$ cat config.mk
export PLATFORM = sky130hd
export DESIGN_NAME = mux_4_1_rr_arbiter
export DESIGN_NICKNAME = d
export VERILOG_FILES = /design/src/rtl/mux_arb_pkg.sv /design/src/rtl/mux_4_1.sv /design/src/rtl/mux_4_1_rr_arbiter.sv
export SDC_FILE = /design/constraint.sdc
export NUM_CORES = 1
export LEC_CHECK = 0
export BUFFER_PORTS_ARGS = -buffer_cell sky130_fd_sc_hd__buf_2
export CORE_UTILIZATION = 45
export CTS_CLUSTER_SIZE = 28
export DETAILED_ROUTE_END_ITERATION = 10
export GPL_TIMING_DRIVEN = 0
export PLACE_DENSITY = 0.68
export SKIP_CTS_REPAIR_TIMING = 1
export SLEW_MARGIN = 40
export SYNTH_ARGS = -nofsm -noshare
export SYNTH_HDL_FRONTEND = slang
export SYNTH_SLANG_ARGS = --single-unit
export TNS_END_PERCENT = 5
$ cat constraint.sdc
create_clock -name clk -period 4 [get_ports clk]
set_clock_uncertainty 0.2 [all_clocks]
set_input_delay 0.6 -clock clk [delete_from_list [all_inputs] [get_ports clk]]
set_output_delay 0.6 -clock clk [all_outputs]
set_load 0.05 [all_outputs]
$ cat src/rtl/mux_arb_pkg.sv
// ============================================================================
// Module : mux_arb_pkg
// Brief  : Shared types, constants and round-robin search for the 4:1 mux arbiter.
// Rev    : 1.0  initial release
// ============================================================================
`default_nettype none

package mux_arb_pkg;

    localparam int NREQ = 4;

    typedef enum logic [0:0] {
        IDLE  = 1'b0,
        GRANT = 1'b1
    } state_t;

    // First requester found searching ptr, ptr+1, ... with natural 2-bit wrap.
    function automatic logic [1:0] rr_pick(input logic [NREQ-1:0] req,
                                           input logic [1:0]      ptr);
        logic [1:0] idx;
        logic       found;
        rr_pick = ptr;
        found   = 1'b0;
        for (int i = 0; i < NREQ; i++) begin
            idx = ptr + 2'(i);
            if (!found && req[idx]) begin
                rr_pick = idx;
                found   = 1'b1;
            end
        end
    endfunction

endpackage

`default_nettype wire

$ cat src/rtl/mux_4_1.sv
// ============================================================================
// Module : mux_4_1
// Brief  : 4:1 datapath mux of DW-wide slices, output forced to zero when disabled.
// Rev    : 1.0  initial release
// ============================================================================
`default_nettype none

module mux_4_1 #(
    parameter int DW = 1
) (
    input  logic [1:0]      sel_i,
    input  logic [4*DW-1:0] din_i,
    input  logic            en_i,
    output logic [DW-1:0]   dout_o
);

    always_comb begin
        dout_o = '0;
        if (en_i) begin
            case (sel_i)
                2'd0:    dout_o = din_i[0*DW +: DW];
                2'd1:    dout_o = din_i[1*DW +: DW];
                2'd2:    dout_o = din_i[2*DW +: DW];
                default: dout_o = din_i[3*DW +: DW];
            endcase
        end
    end

endmodule

`default_nettype wire

$ cat src/rtl/mux_4_1_rr_arbiter.sv
// ============================================================================
// Module : mux_4_1_rr_arbiter
// Brief  : Round-robin arbiter with per-grant burst limit driving a shared 4:1 mux.
// Rev    : 1.0  initial release
// ============================================================================
`default_nettype none

module mux_4_1_rr_arbiter
    import mux_arb_pkg::*;
#(
    parameter int DW        = 1,
    parameter int MAX_BURST = 4,
    parameter int CW        = 3
) (
    input  logic            clk,
    input  logic            rst,
    input  logic [3:0]      req,
    input  logic [4*DW-1:0] din,
    input  logic            out_ready,
    output logic [3:0]      gnt,
    output logic [1:0]      sel,
    output logic            out_valid,
    output logic [DW-1:0]   dout,
    output logic            busy
);

    localparam logic [CW-1:0] c_LAST_BEAT = CW'(MAX_BURST - 1);

    state_t        state_q, state_d;
    logic [3:0]    gnt_q,   gnt_d;
    logic [1:0]    sel_q,   sel_d;
    logic [1:0]    ptr_q,   ptr_d;
    logic [CW-1:0] cnt_q,   cnt_d;

    logic          w_out_valid;
    logic          w_xfer;
    logic          w_release;
    logic [1:0]    w_pick;

    assign w_out_valid = (state_q == GRANT) && req[sel_q];
    assign w_xfer      = w_out_valid && out_ready;
    assign w_pick      = rr_pick(req, ptr_q);
    // Release on dropped request, or on the final beat even if still requesting.
    assign w_release   = !req[sel_q] || (w_xfer && (cnt_q == c_LAST_BEAT));

    always_comb begin
        state_d = state_q;
        gnt_d   = gnt_q;
        sel_d   = sel_q;
        ptr_d   = ptr_q;
        cnt_d   = cnt_q;
        case (state_q)
            IDLE: begin
                if (|req) begin
                    sel_d   = w_pick;
                    gnt_d   = 4'b0001 << w_pick;
                    cnt_d   = '0;
                    state_d = GRANT;
                end
            end
            default: begin
                if (w_release) begin
                    gnt_d   = '0;
                    ptr_d   = sel_q + 2'd1;
                    cnt_d   = '0;
                    state_d = IDLE;
                end else if (w_xfer) begin
                    cnt_d = cnt_q + CW'(1);
                end
            end
        endcase
    end

    always_ff @(posedge clk or posedge rst) begin
        if (rst) begin
            state_q <= IDLE;
            gnt_q   <= '0;
            sel_q   <= '0;
            ptr_q   <= '0;
            cnt_q   <= '0;
        end else begin
            state_q <= state_d;
            gnt_q   <= gnt_d;
            sel_q   <= sel_d;
            ptr_q   <= ptr_d;
            cnt_q   <= cnt_d;
        end
    end

    mux_4_1 #(
        .DW (DW)
    ) u_mux (
        .sel_i  (sel_q),
        .din_i  (din),
        .en_i   (w_out_valid),
        .dout_o (dout)
    );

    assign gnt       = gnt_q;
    assign sel       = sel_q;
    assign out_valid = w_out_valid;
    assign busy      = (state_q == GRANT);

endmodule

`default_nettype wire

# Word-level counts from Yosys, hierarchy flattened
# Index checks and enable logic that the tools add are counted.
[word_totals] word_cells=68 regBits=12 output_inout_bits=9 input_bits=11
[classes] addsub=5 shift=1 muxes=28 reduce_logical=18 order_cmp=5 bitwise=1 n_eq_ne=5
[ops] op="2-bit by 3-bit less-than comparator with 1-bit output (second input constant)" n=5
[ops] op="1-bit 2-to-1 mux" n=12
[ops] op="3-bit 2-to-1 mux" n=4
[ops] op="4-bit 2-to-1 mux" n=3
[ops] op="1-bit binary-select mux with 2-bit select" n=5
[ops] op="2-bit AND reduction" n=4
[ops] op="1-bit logical AND" n=6
[ops] op="2-bit 2-to-1 mux" n=3
[ops] op="2-bit by 1-bit adder with 2-bit output (second input constant)" n=2
[ops] op="2-bit adder (second input constant)" n=2
[ops] op="1-bit logical NOT" n=4
[ops] op="4-bit OR reduction" n=1
[ops] op="1-bit by 2-bit left shift with 4-bit output (first input constant)" n=1
[ops] op="3-bit by 1-bit adder with 3-bit output (second input constant)" n=1
[ops] op="3-bit by 2-bit equality test with 1-bit output (second input constant)" n=1
[ops] op="3-bit by 1-bit inequality test with 1-bit output (second input constant)" n=1
[ops] op="1-bit one-hot mux with 3 select lines" n=1
[ops] op="2-bit by 1-bit equality test with 1-bit output (second input constant)" n=1
[ops] op="2-bit equality test (second input constant)" n=1
[ops] op="2-bit logical NOT" n=1
[ops] op="2-bit by 1-bit inequality test with 1-bit output (second input constant)" n=1
[ops] op="2-bit nonzero test" n=1
[ops] op="1-bit logical OR" n=1
[ops] op="1-bit NOT" n=1

# Depth between registers and ports, before layout
# Gate-level depths: netlist of the first run.
[logic_depth] depth_word=15 mapped_depth=6 depth_no_buf=6

# Modules after synthesis
# From an unflattened synthesis of the first run, not the netlist that was laid out.
[unflattened] hier_cells=65 area_unflattened_um2=680.7
[by_module_without_submodules] mod="mux_4_1_rr_arbiter" cells_per_inst=63 n_inst=1 area_each_um2=651.9
[by_module_without_submodules] mod="mux_4_1" cells_per_inst=2 n_inst=1 area_each_um2=28.8

# Worst setup path before layout of the first run
# No wires, ideal clock.
[synth_path] path_kind="register to output" from="register sel_q[0] (netlist: sel[0])" to="output dout" path_stages_with_launch=4 arrival_time_ns=1.846 path_slack_ns=1.354 path_buffers=0 path_cell_list="dfrtp_1 > mux4_2 > nand2_4 > nor2_1"
[synth_between] elab_chain_len=4 elab_cells_between_ends=8 classes_between="eq/ne (2); mux (4); reduce/logical (2)"
[synth_lines] element="start: declaration" line_no="mux_4_1_rr_arbiter.sv:31" rtl="logic [1:0] sel_q, sel_d;"
[synth_lines] element="start signal: assignment" line_no="mux_4_1_rr_arbiter.sv:84" rtl="sel_q <= sel_d;"
[synth_lines] element="1-bit binary-select mux with 2-bit select" line_no="mux_4_1_rr_arbiter.sv:40" rtl="assign w_out_valid = (state_q == GRANT) && req[sel_q];"
[synth_lines] element="1-bit 2-to-1 mux (implied by the code)" line_no="mux_4_1_rr_arbiter.sv:40"
[synth_lines] element="1-bit logical AND" line_no="mux_4_1_rr_arbiter.sv:40"
[synth_lines] element="1-bit 2-to-1 mux *" line_no="mux_4_1.sv:19" rtl="if (en_i) begin"
[synth_lines] element="end: declaration" line_no="mux_4_1_rr_arbiter.sv:23" rtl="output logic [DW-1:0] dout,"
# Every way passes the cells marked *; elsewhere a longest branch is shown, timed or not. The select of a mux whose other input is x is not followed.

# Worst setup path in the final report of the first run
# Same ends and word-level chain as after synthesis.

==> impl_metrics.csv, run 1 <==
group,metric,value,unit
yosys,synth.largest_area_cell,"dfrtp_1",
cts,clk_pin_slew,70,ps
grt,track_usage,18.8,%
route,antenna_left,0,
yosys,syn_avg_cell_area,10.9,um^2
cells_and_area,layout-drive-gt1-share,32.6,%
yosys,synth_seq_area_share,39.3,%
die,die_y,43.2,um
sta,hold_viol,0,
placement,port_buffers,19,
worst_setup_path,crit_path_max_fanout,5,
worst_setup_path,critPathLaunchType,"register",
sta,worst_pin_slew,453,ps
hold_path,worstHoldPathType,"primary input to async pin",
grt,grt_max_degree,13,
pwr,p_leak,0.000463,uW
worst_setup_path,reg2reg_setup_slack,2110,ps
pwr,p_seq_share,30.6,%
worst_setup_path,crit_chain,"inv_1, ha_1, a222oi_1, nor2_1, a21oi_1, nor2_1, buf_2",
route,drt-initial-drc-count,21,
sta,hold_slack,125,ps
yosys,ys_seq_elements,12,
pwr,p_int,365,uW
worst_setup_path,rr_startpoint,"sel[0]",
worst_setup_path,critPathMaxStageDelay,440,ps
yosys,netlist_area,763,um^2
route,num_vias,623,
sta,rsz0062_at_grt,"false",
cts,clock-sinks,12,
worst_setup_path,critPathKind,"register to output pin",
die,rows,14,
sta,setup_viol,0,
route,wl_per_cell,13.1,um
pwr,p_comb_share,60.0,%
worst_setup_path,worstPathArrival,1780,ps
yosys,synthTopCellsByArea,"dfrtp_1 39%, ha_1 9.8%, mux2_4 5.9%",
worst_setup_path,required,3200,ps
route,wl_met2,590,um
grt,antenna_found_initial,0,
cts,cts_tree,"done",
cts,cts_buffers,3,
yosys,synth_nets,87,
worst_setup_path,cp_common_cell,"nor2_1",
yosys,synthCells,70,
route,first_pass_iters,4,
die,initial_core_util,49.5,%
grt,grt_pass1_vias,602,
sta,fin_crit_sh,64.5,%
pwr,switching_share,52.3,%
placement,place_congestion,0.903,
route,wirelength,1420,um
sta,relSlewSlack,69.5,%
grt,grt_overflow,0,
pwr,p_switching,400,uW
cts,clockRootBuffer,"clkbuf_4",
sta,fmax,0.387,GHz
yosys,synth_edf_count,0,
grt,grt_pass1_wl,2580,um
worst_setup_path,end_kind,"output pin",
route,wl_met3,80,um
yosys,synth_top_area_share,39.3,%
cts,htree_levels,1,
yosys,ys.flop_type,"dfrtp_1",
cts,clock_latency,270,ps
die,die_width,43.2,um
yosys,ys_warn_count,0,
placement,post-dp-hpwl,1090,um
route,drc_errors,0,
cells_and_area,antenna_cells,0,
worst_setup_path,slowest_stage,"dfrtp_1",
pwr,power.density,849,nW/um^2
route,met1_length,715,um
sta,finalCriticalPeriod,2580,ps
cts,cts.path.max_buffers,2,
die,pin_count,20,
die,coreArea,1540,um^2
route,viasPerCell,5.77,
job,drv_cap,0,
sta,setup_tns,0,ps
sta,maxSlewViolCount,0,
pwr,ir_drop,527,uV
cells_and_area,design.final.nets,111,
yosys,synthArstFlopShare,100,%
cells_and_area,area_growth,18.0,%
pwr,clkPwrFrac,9.4,%
route,top_layer,"met4",
outcome,status,"finished, final reports clean",
worst_setup_path,r2r-end,"ptr_q[1]",
worst_setup_path,r2r_cells,3,
die,dieArea,1860,um^2
yosys,synth.distinct_cells,30,
## cells by family (layout without fill, tap and decap cells)
family | after synthesis | count (layout) | synth area share, %
AO/OA/AOI/OAI | 18 | 18 | 19.5
adder cells (fa/ha/maj) | 6 | 6 | 9.84
buffers and inverters | 7 | 29 | 3.44
flip-flops | 12 | 12 | 39.3
multiplexers | 7 | 7 | 13.3
AND/OR/NAND/NOR | 20 | 20 | 14.6
## worst max path at each step
stage | startpoint | endpoint | slack, ps | depth (start not counted)
final | sel[0] | dout | 1420 | 7
after floorplan | sel[0] | dout | 1350 | 3
after global routing | sel[0] | dout | 1300 | 7
after global placement | req[3] | dout | 1550 | 5
after detailed placement | req[3] | dout | 1550 | 5
after CTS | sel[0] | dout | 1390 | 7
## through the flow
step	setup WS [ps]	utilization (%)	cells	cell area, um^2	total power [uW]
floorplan	1350	-	70	763	596
global placement	1550	57.0	105	878	687
detailed placement	1550	57.0	105	878	695
CTS	1390	58.4	108	901	771
global route	1300	58.4	108	901	822
finish	1420	58.4	108	901	765
## cell usage in the layout, fill, tap and decap left out, drive strengths merged, types with 2 or more instances in the layout
| cell type | instances |
|---|---|
| a21boi | 2 |
| buf | 19 |
| clkbuf | 3 |
| a21oi | 2 |
| o21ai | 5 |
| nor2 | 7 |
| mux2 | 6 |
| ha | 6 |
| nand2 | 4 |
| dfrtp | 12 |
| inv | 7 |
| nor2b | 3 |
## area by class of cell
type | instances | area [um^2]
Tap cell | 16 | 20.0
Multi-Input combinational cell | 51 | 437
Timing Repair Buffer | 19 | 95.1
Sequential cell | 12 | 300
Fill cell | 140 | 641
Inverter | 7 | 26.3
Clock buffer | 3 | 22.5
## cells in the mapped netlist, types with 2 or more instances
cell type / n
a21oi_1: 2
dfrtp_1: 12
ha_1: 6
inv_1: 7
mux2_1: 3
mux2_4: 3
nand2_1: 3
nor2_1: 7
nor2b_1: 3
o21ai_0: 4
## layer usage
metal / track usage, % / vias to the layer above
li1: - / 305
met1: 24.1 / 294
met2: 28.7 / 20
met3: 4.26 / 4
met4: 10.9 / 0
met5: 0 / -
## registers in the layout, summed over array words and instances (netlist names)
| register | cells |
|---|---|
| sel | 2 |
| ptr_q | 2 |
| busy | 1 |
| gnt | 4 |
| cnt_q | 3 |
## worst max-delay path, delay by kind of cell (launching register included)
family | cells | cell delay (ps)
DFF | 1 | 440
AOI/OAI and AO/OA | 2 | 420
buffers and inverters | 2 | 330
adders and majority gates | 1 | 210
and+or+nand+nor | 2 | 120
## power groups by stage
stage | combinational, uW | sequential (uW) | clock [uW]
6_report | 459 | 234 | 71.7
5_1_grt | 495 | 244 | 82.9
4_1_cts | 462 | 235 | 74.5
3_5_place_dp | 459 | 236 | 0
3_3_place_gp | 454 | 234 | 0
2_1_floorplan | 245 | 351 | 0
Power figures use the tool's default switching activity.
==> run 2, diff against run 1 <==
==> constraint.sdc (replaced) <==
create_clock -name clk -period 2.4 [get_ports clk]
set_clock_uncertainty 0.2 [all_clocks]
set_input_delay 0.36 -clock clk [delete_from_list [all_inputs] [get_ports clk]]
set_output_delay 0.36 -clock clk [all_outputs]
set_load 0.05 [all_outputs]
==> run 2 against run 1 <==
Net effect:
- power increased by 71%
- hold slack better by 150 ps
- sequential share of layout area decreased by 0.63 points
- die area unchanged
- largest cell class unchanged
- combinational power is 73% higher
- first-iteration DRC count decreased by 14%
- routed wire length rose by 6.0%
==> impl_metrics.csv, run 2 (synthesized netlist as in run 1, its figures left out) <==
group,metric,value,unit
die,die_y,43.2,um
worst_setup_path,r2r_cells,3,
cts,htree_levels,1,
worst_setup_path,rr_startpoint,"sel[0]",
pwr,power.density,1420,nW/um^2
cells_and_area,layout_common_cells,"18 x buf_2, 10 x dfrtp_1, 6 x nor2_1, 6 x inv_1, 6 x ha_1",
placement,dp_cells,105,
cts,clock-sinks,12,
route,drt-initial-drc-count,18,
cts,clock_latency,270,ps
placement,port_buffers,19,
cts,clk_pin_slew,70,ps
sta,maxSlewViolCount,0,
sta,relSlewSlack,69.3,%
cells_and_area,finalInstanceArea,926,um^2
hold_path,worstHoldPathType,"primary input to register",
cells_and_area,layout-drive-gt1-share,37.2,%
cts,cts_tree,"done",
route,drc_errors,0,
cells_and_area,antenna_cells,0,
cells_and_area,n_fill_cell,136,
pwr,p_leak,0.000469,uW
route,viasPerCell,5.80,
die,dieArea,1860,um^2
cells_and_area,design.final.nets,113,
cts,cts_buffers,3,
pwr,ir_drop,894,uV
cells_and_area,postLayoutCoreUtil,60.1,%
sta,fin_crit_sh,94.4,%
worst_setup_path,critPathLaunchType,"register",
worst_setup_path,crit_path_max_fanout,5,
worst_setup_path,required,1840,ps
die,die_width,43.2,um
cells_and_area,instances_no_fill,110,
grt,grt_max_degree,13,
cts,cts.path.max_buffers,2,
sta,worst_slack,134,ps
placement,pre_cts_ws,282,ps
route,first_pass_iters,4,
placement,dpl-instance-area,881,um^2
die,rows,14,
sta,rsz0062_at_grt,"false",
worst_setup_path,r2r-end,"ptr_q[1]",
grt,grt_pass1_vias,619,
worst_setup_path,critPathKind,"register to output pin",
sta,fmax,0.441,GHz
grt,track_usage,19.2,%
cells_and_area,area_growth,21.3,%
cells_and_area,layout_commonest_cell,"buf_2",
grt,grt_overflow,0,
worst_setup_path,end_kind,"output pin",
worst_setup_path,crit_end,"dout",
placement,post-dp-hpwl,1130,um
worst_setup_path,reg2reg_setup_slack,540,ps
route,wl_per_cell,13.7,um
outcome,status,"finished, final reports clean",
sta,setup_viol,0,
die,initial_core_util,49.5,%
die,pin_count,20,
sta,worst_pin_slew,460,ps
route,wirelength,1500,um
cells_and_area,largest_register_ffs,4,
placement,place_congestion,0.906,
cts,clockRootBuffer,"clkbuf_4",
die,coreArea,1540,um^2
grt,antenna_found_initial,0,
sta,hold_viol,0,
route,antenna_left,0,
grt,grt_pass1_wl,2660,um
job,drv_cap,0,
worst_setup_path,worstPathArrival,1710,ps
route,num_vias,638,
sta,finalCriticalPeriod,2270,ps
worst_setup_path,crit_start,"sel[0]",
[run 2: cell types whose count changed in the layout (fill, tap and decap cells not counted), sizes merged]
cell         previous run  this run
dlygate4sd3             0         1
buf                    19        20
[run 2: per-layer routing]
metal,up-vias,global-route usage [%],share of wire [%]
li1,308,-,-
met1,300,25.9,48
met2,28,28.1,44
met3,2,5.53,6.4
met4,0,9.09,1.2
met5,-,0,0
[run 2: cell type report]
cell class | instances | area (um^2) | share of cell area [%]
clock buffer | 3 | 22.5 | 2.43
multi-input combinational | 51 | 439 | 47.4
timing repair buffer | 21 | 115 | 12.4
tap | 16 | 20.0 | 2.16
sequential | 12 | 303 | 32.7
inverter | 7 | 26.3 | 2.84
[run 2: how the worst min path moves through the flow]
stage / slack [ps] / depth (start not counted) / end / from
3_3_place_gp: 190 / 2 / gnt[0] / rst
5_1_grt: 290 / 3 / busy / req[1]
3_5_place_dp: 190 / 2 / gnt[0] / rst
2_1_floorplan: 20 / 1 / busy / rst
4_1_cts: -100 / 2 / cnt_q[1] / rst
6_report: 270 / 3 / busy / req[1]
[run 2: per-stage QoR]
stage / total power (uW) / TNS, ps / hold slack [ps]
2_1_floorplan: 998 / 0 / 24.7
3_3_place_gp: 1150 / 0 / 188
3_5_place_dp: 1170 / 0 / 192
4_1_cts: 1300 / -16.0 / -102
5_1_grt: 1410 / 0 / 292
6_report: 1310 / 0 / 273
[run 2: where the power goes]
| group | switching, uW | total, uW | internal, uW |
|---|---|---|---|
| Combinational | 520 | 794 | 274 |
| Sequential | 97.0 | 395 | 297 |
| Clock | 65.0 | 123 | 58.1 |
| Total | 682 | 1310 | 629 |
[run 2: critical path, cell delays in order (launching register included)]
cell and delay, ps:
dfrtp_2 420, inv_2 80, ha_1 200, a222oi_1 290
nor2_1 70, a21oi_1 150, nor2_2 40, buf_4 180
==> run 3, diff against run 2 <==
--- a/config.mk
+++ b/config.mk
@@ -5,15 +5,17 @@
 export SDC_FILE = /design/constraint.sdc
 export NUM_CORES = 1
 export LEC_CHECK = 0
+export ABC_AREA = 1
 export BUFFER_PORTS_ARGS = -buffer_cell sky130_fd_sc_hd__buf_2
+export CORE_MARGIN = 1
 export CORE_UTILIZATION = 45
 export CTS_CLUSTER_SIZE = 28
 export DETAILED_ROUTE_END_ITERATION = 10
 export GPL_TIMING_DRIVEN = 0
-export PLACE_DENSITY = 0.68
+export PLACE_DENSITY = 0.65
 export SKIP_CTS_REPAIR_TIMING = 1
 export SLEW_MARGIN = 40
 export SYNTH_ARGS = -nofsm -noshare
 export SYNTH_HDL_FRONTEND = slang
 export SYNTH_SLANG_ARGS = --single-unit
-export TNS_END_PERCENT = 5
+export TNS_END_PERCENT = 30
==> run 3 against run 2 <==
Net effect:
- synthesized area up 38%
- combinational power increased by 86%
- core utilization decreased by 3.7 points
- hold slack worse by 1.3 ps
- die area increased by 36%
- maximum frequency up 1.5%
- count of clock-buffer cells in the layout is 1 higher
- critical path depth is 1 higher
- synthesized cell count grew 140%
- non-clock buffer count rose by 3
- critical path type unchanged
- power up 50%
==> impl_metrics.csv, run 3 <==
group,metric,value,unit
cts,htree_levels,1,
cts,clock-sinks,12,
cells_and_area,instances_no_fill,217,
pwr,p_comb_share,75.4,%
yosys,synth.largest_area_cell,"dfrtp_1",
sta,rsz0062_at_grt,"false",
pwr,p_leak,0.000705,uW
cells_and_area,largest_register_ffs,4,
route,drt-initial-drc-count,22,
cells_and_area,area_growth,18.4,%
route,viasPerCell,5.07,
grt,grt_max_degree,13,
grt,track_usage,22.8,%
sta,setup_viol,0,
cts,cts.path.max_buffers,2,
worst_setup_path,critPathLaunchType,"register",
cells_and_area,postLayoutCoreUtil,56.4,%
route,num_vias,1100,
sta,fmax,0.448,GHz
cts,cts_tree,"done",
worst_setup_path,cp_common_cell,"nand2_1",
sta,fin_crit_sh,93.1,%
yosys,syn_avg_cell_area,6.38,um^2
route,wl_per_cell,11.0,um
hold_path,worstHoldPathType,"primary input to register",
yosys,synthArstFlopShare,100,%
sta,hold_viol,0,
job,drv_cap,0,
yosys,synthCells,165,
yosys,yosysMostFrequentCell,"nand2_1",
cells_and_area,n_fill_cell,239,
die,die_y,50.4,um
yosys,ys.flop_type,"dfrtp_1",
die,pin_count,20,
grt,grt_pass1_vias,1091,
worst_setup_path,crit_path_max_fanout,7,
placement,post-dp-hpwl,1920,um
route,wirelength,2390,um
route,drc_errors,0,
worst_setup_path,reg2reg_setup_slack,490,ps
cts,cts_buffers,3,
worst_setup_path,worstPathArrival,1670,ps
worst_setup_path,required,1840,ps
worst_setup_path,crit_chain,"inv_2, nand2_1, nand3_1, nand2_1, nor2_4, o21ai_0, a31oi_4, buf_4",
yosys,synth.top_cells.by_count,"76 x nand2_1, 25 x nand3_1, 12 x dfrtp_1, 12 x inv_1, 7 x nand2_2",
route,antenna_left,0,
cells_and_area,layout-drive-gt1-share,24.3,%
sta,maxSlewViolCount,0,
die,die_width,50.4,um
grt,antenna_found_initial,0,
worst_setup_path,crit_start,"sel[0]",
worst_setup_path,r2r_cells,14,
worst_setup_path,end_kind,"output pin",
yosys,netlist_area,1050,um^2
yosys,synth_nets,182,
cells_and_area,design.final.nets,207,
route,first_pass_iters,4,
cells_and_area,antenna_cells,0,
die,dieArea,2540,um^2
yosys,synthTopCellsByArea,"dfrtp_1 29%, nand2_1 27%, nand3_1 12%",
grt,grt_overflow,0,
placement,place_congestion,0.836,
pwr,p_seq_share,18.3,%
placement,port_buffers,19,
die,initial_core_util,47.6,%
worst_setup_path,slowest_stage,"dfrtp_2",
outcome,status,"finished, final reports clean",
cells_and_area,layout_commonest_cell,"nand2_1",
cts,clk_pin_slew,70,ps
yosys,synth_seq_area_share,28.5,%
die,rows,17,
pwr,power,1970,uW
yosys,synth.distinct_cells,21,
pwr,ir_drop,843,uV
pwr,p_int,797,uW
sta,hold_slack,272,ps
worst_setup_path,critPathKind,"register to output pin",
sta,relSlewSlack,67.9,%
cts,clockRootBuffer,"clkbuf_4",
worst_setup_path,rr_startpoint,"ptr_q[0]",
yosys,synth_top_area_share,28.5,%
pwr,clkPwrFrac,6.4,%
yosys,ys_seq_elements,12,
cts,clock_latency,270,ps
placement,dp_cells,212,
yosys,synth_edf_count,0,
cells_and_area,layout_common_cells,"76 x nand2_1, 25 x nand3_1, 18 x buf_2",
sta,worst_pin_slew,481,ps
worst_setup_path,crit_end,"dout",
yosys,ys_warn_count,0,
sta,finalCriticalPeriod,2230,ps
pwr,switching_share,59.5,%
sta,setup_tns,0,ps
worst_setup_path,r2r-end,"gnt[3]",
worst_setup_path,critPathMaxStageDelay,460,ps
die,coreArea,2210,um^2
grt,grt_pass1_wl,4410,um
pwr,power.density,1580,nW/um^2
pwr,p_switching,1170,uW
## run 3: cell count changes in the layout (fill, tap and decap cells not counted), moves of 4 or more
cell,previous run,this run
nand2_1,3,76
nand3_1,0,25
nand2_2,0,7
inv_1,6,11
nor2_1,6,2
nor2_4,0,4
## run 3: cell families (layout without fill, tap and decap cells)
logic type | count (synthesis) | after routing | synth area share [%]
AO/OA/AOI/OAI | 11 | 11 | 5.70
flip-flops | 12 | 12 | 28.5
AND/OR/NAND/NOR | 118 | 118 | 50.6
adder cells (fa/ha/maj) | 6 | 6 | 7.13
buffers and inverters | 18 | 42 | 8.07
## run 3: stage by stage
stage | setup slack [ps] | instance area [um^2]
after floorplan | 47.3 | 1080
after global placement | 341 | 1210
after detailed placement | 335 | 1210
after CTS | 25.8 | 1230
after global routing | 24.5 | 1250
final | 167 | 1250
## run 3: power groups by stage
stage	logic (uW)	registers [uW]	clock network, uW
after floorplan	1050	499	0
after CTS	1480	358	133
after global routing	1670	371	141
after detailed placement	1480	361	0
final	1480	360	125
after global placement	1450	356	0
## run 3: layout make-up
| cell class | count | area, um^2 | share of cell area [%] |
|---|---|---|---|
| tap | 28 | 35.0 | 2.81 |
| buffer | 4 | 30.0 | 2.41 |
| sequential | 12 | 303 | 24.3 |
| multi-input combinational | 135 | 691 | 55.4 |
| inverter | 14 | 55.1 | 4.41 |
| clock buffer | 4 | 26.3 | 2.11 |
| timing repair buffer | 20 | 108 | 8.63 |
## run 3: worst max-delay path, delay by kind of cell (launching register included)
family / cells / cell delay [ps]
compound gates: 2 / 290
buf+inv: 2 / 320
simple gates: 4 / 340
flops: 1 / 460
## run 3: worst min path at each step
stage	start	endpoint	slack, ps	cells after the start
after floorplan	rst	busy	20	1
after global placement	rst	gnt[2]	180	2
final	out_ready	busy	270	3
after CTS	rst	cnt_q[1]	-110	2
after global routing	out_ready	busy	270	3
after detailed placement	rst	gnt[2]	190	2
## run 3: metal layers
metal  wire length (um)  track usage [%]  part of all wire [%]  vias up
met5                  0                0                     0        -
met4                 37             10.6                   1.5        0
met3                 77             1.82                   3.2        4
met2               1150             40.7                    48       24
met1               1120             27.4                    47      498
li1                   -                -                     -      574
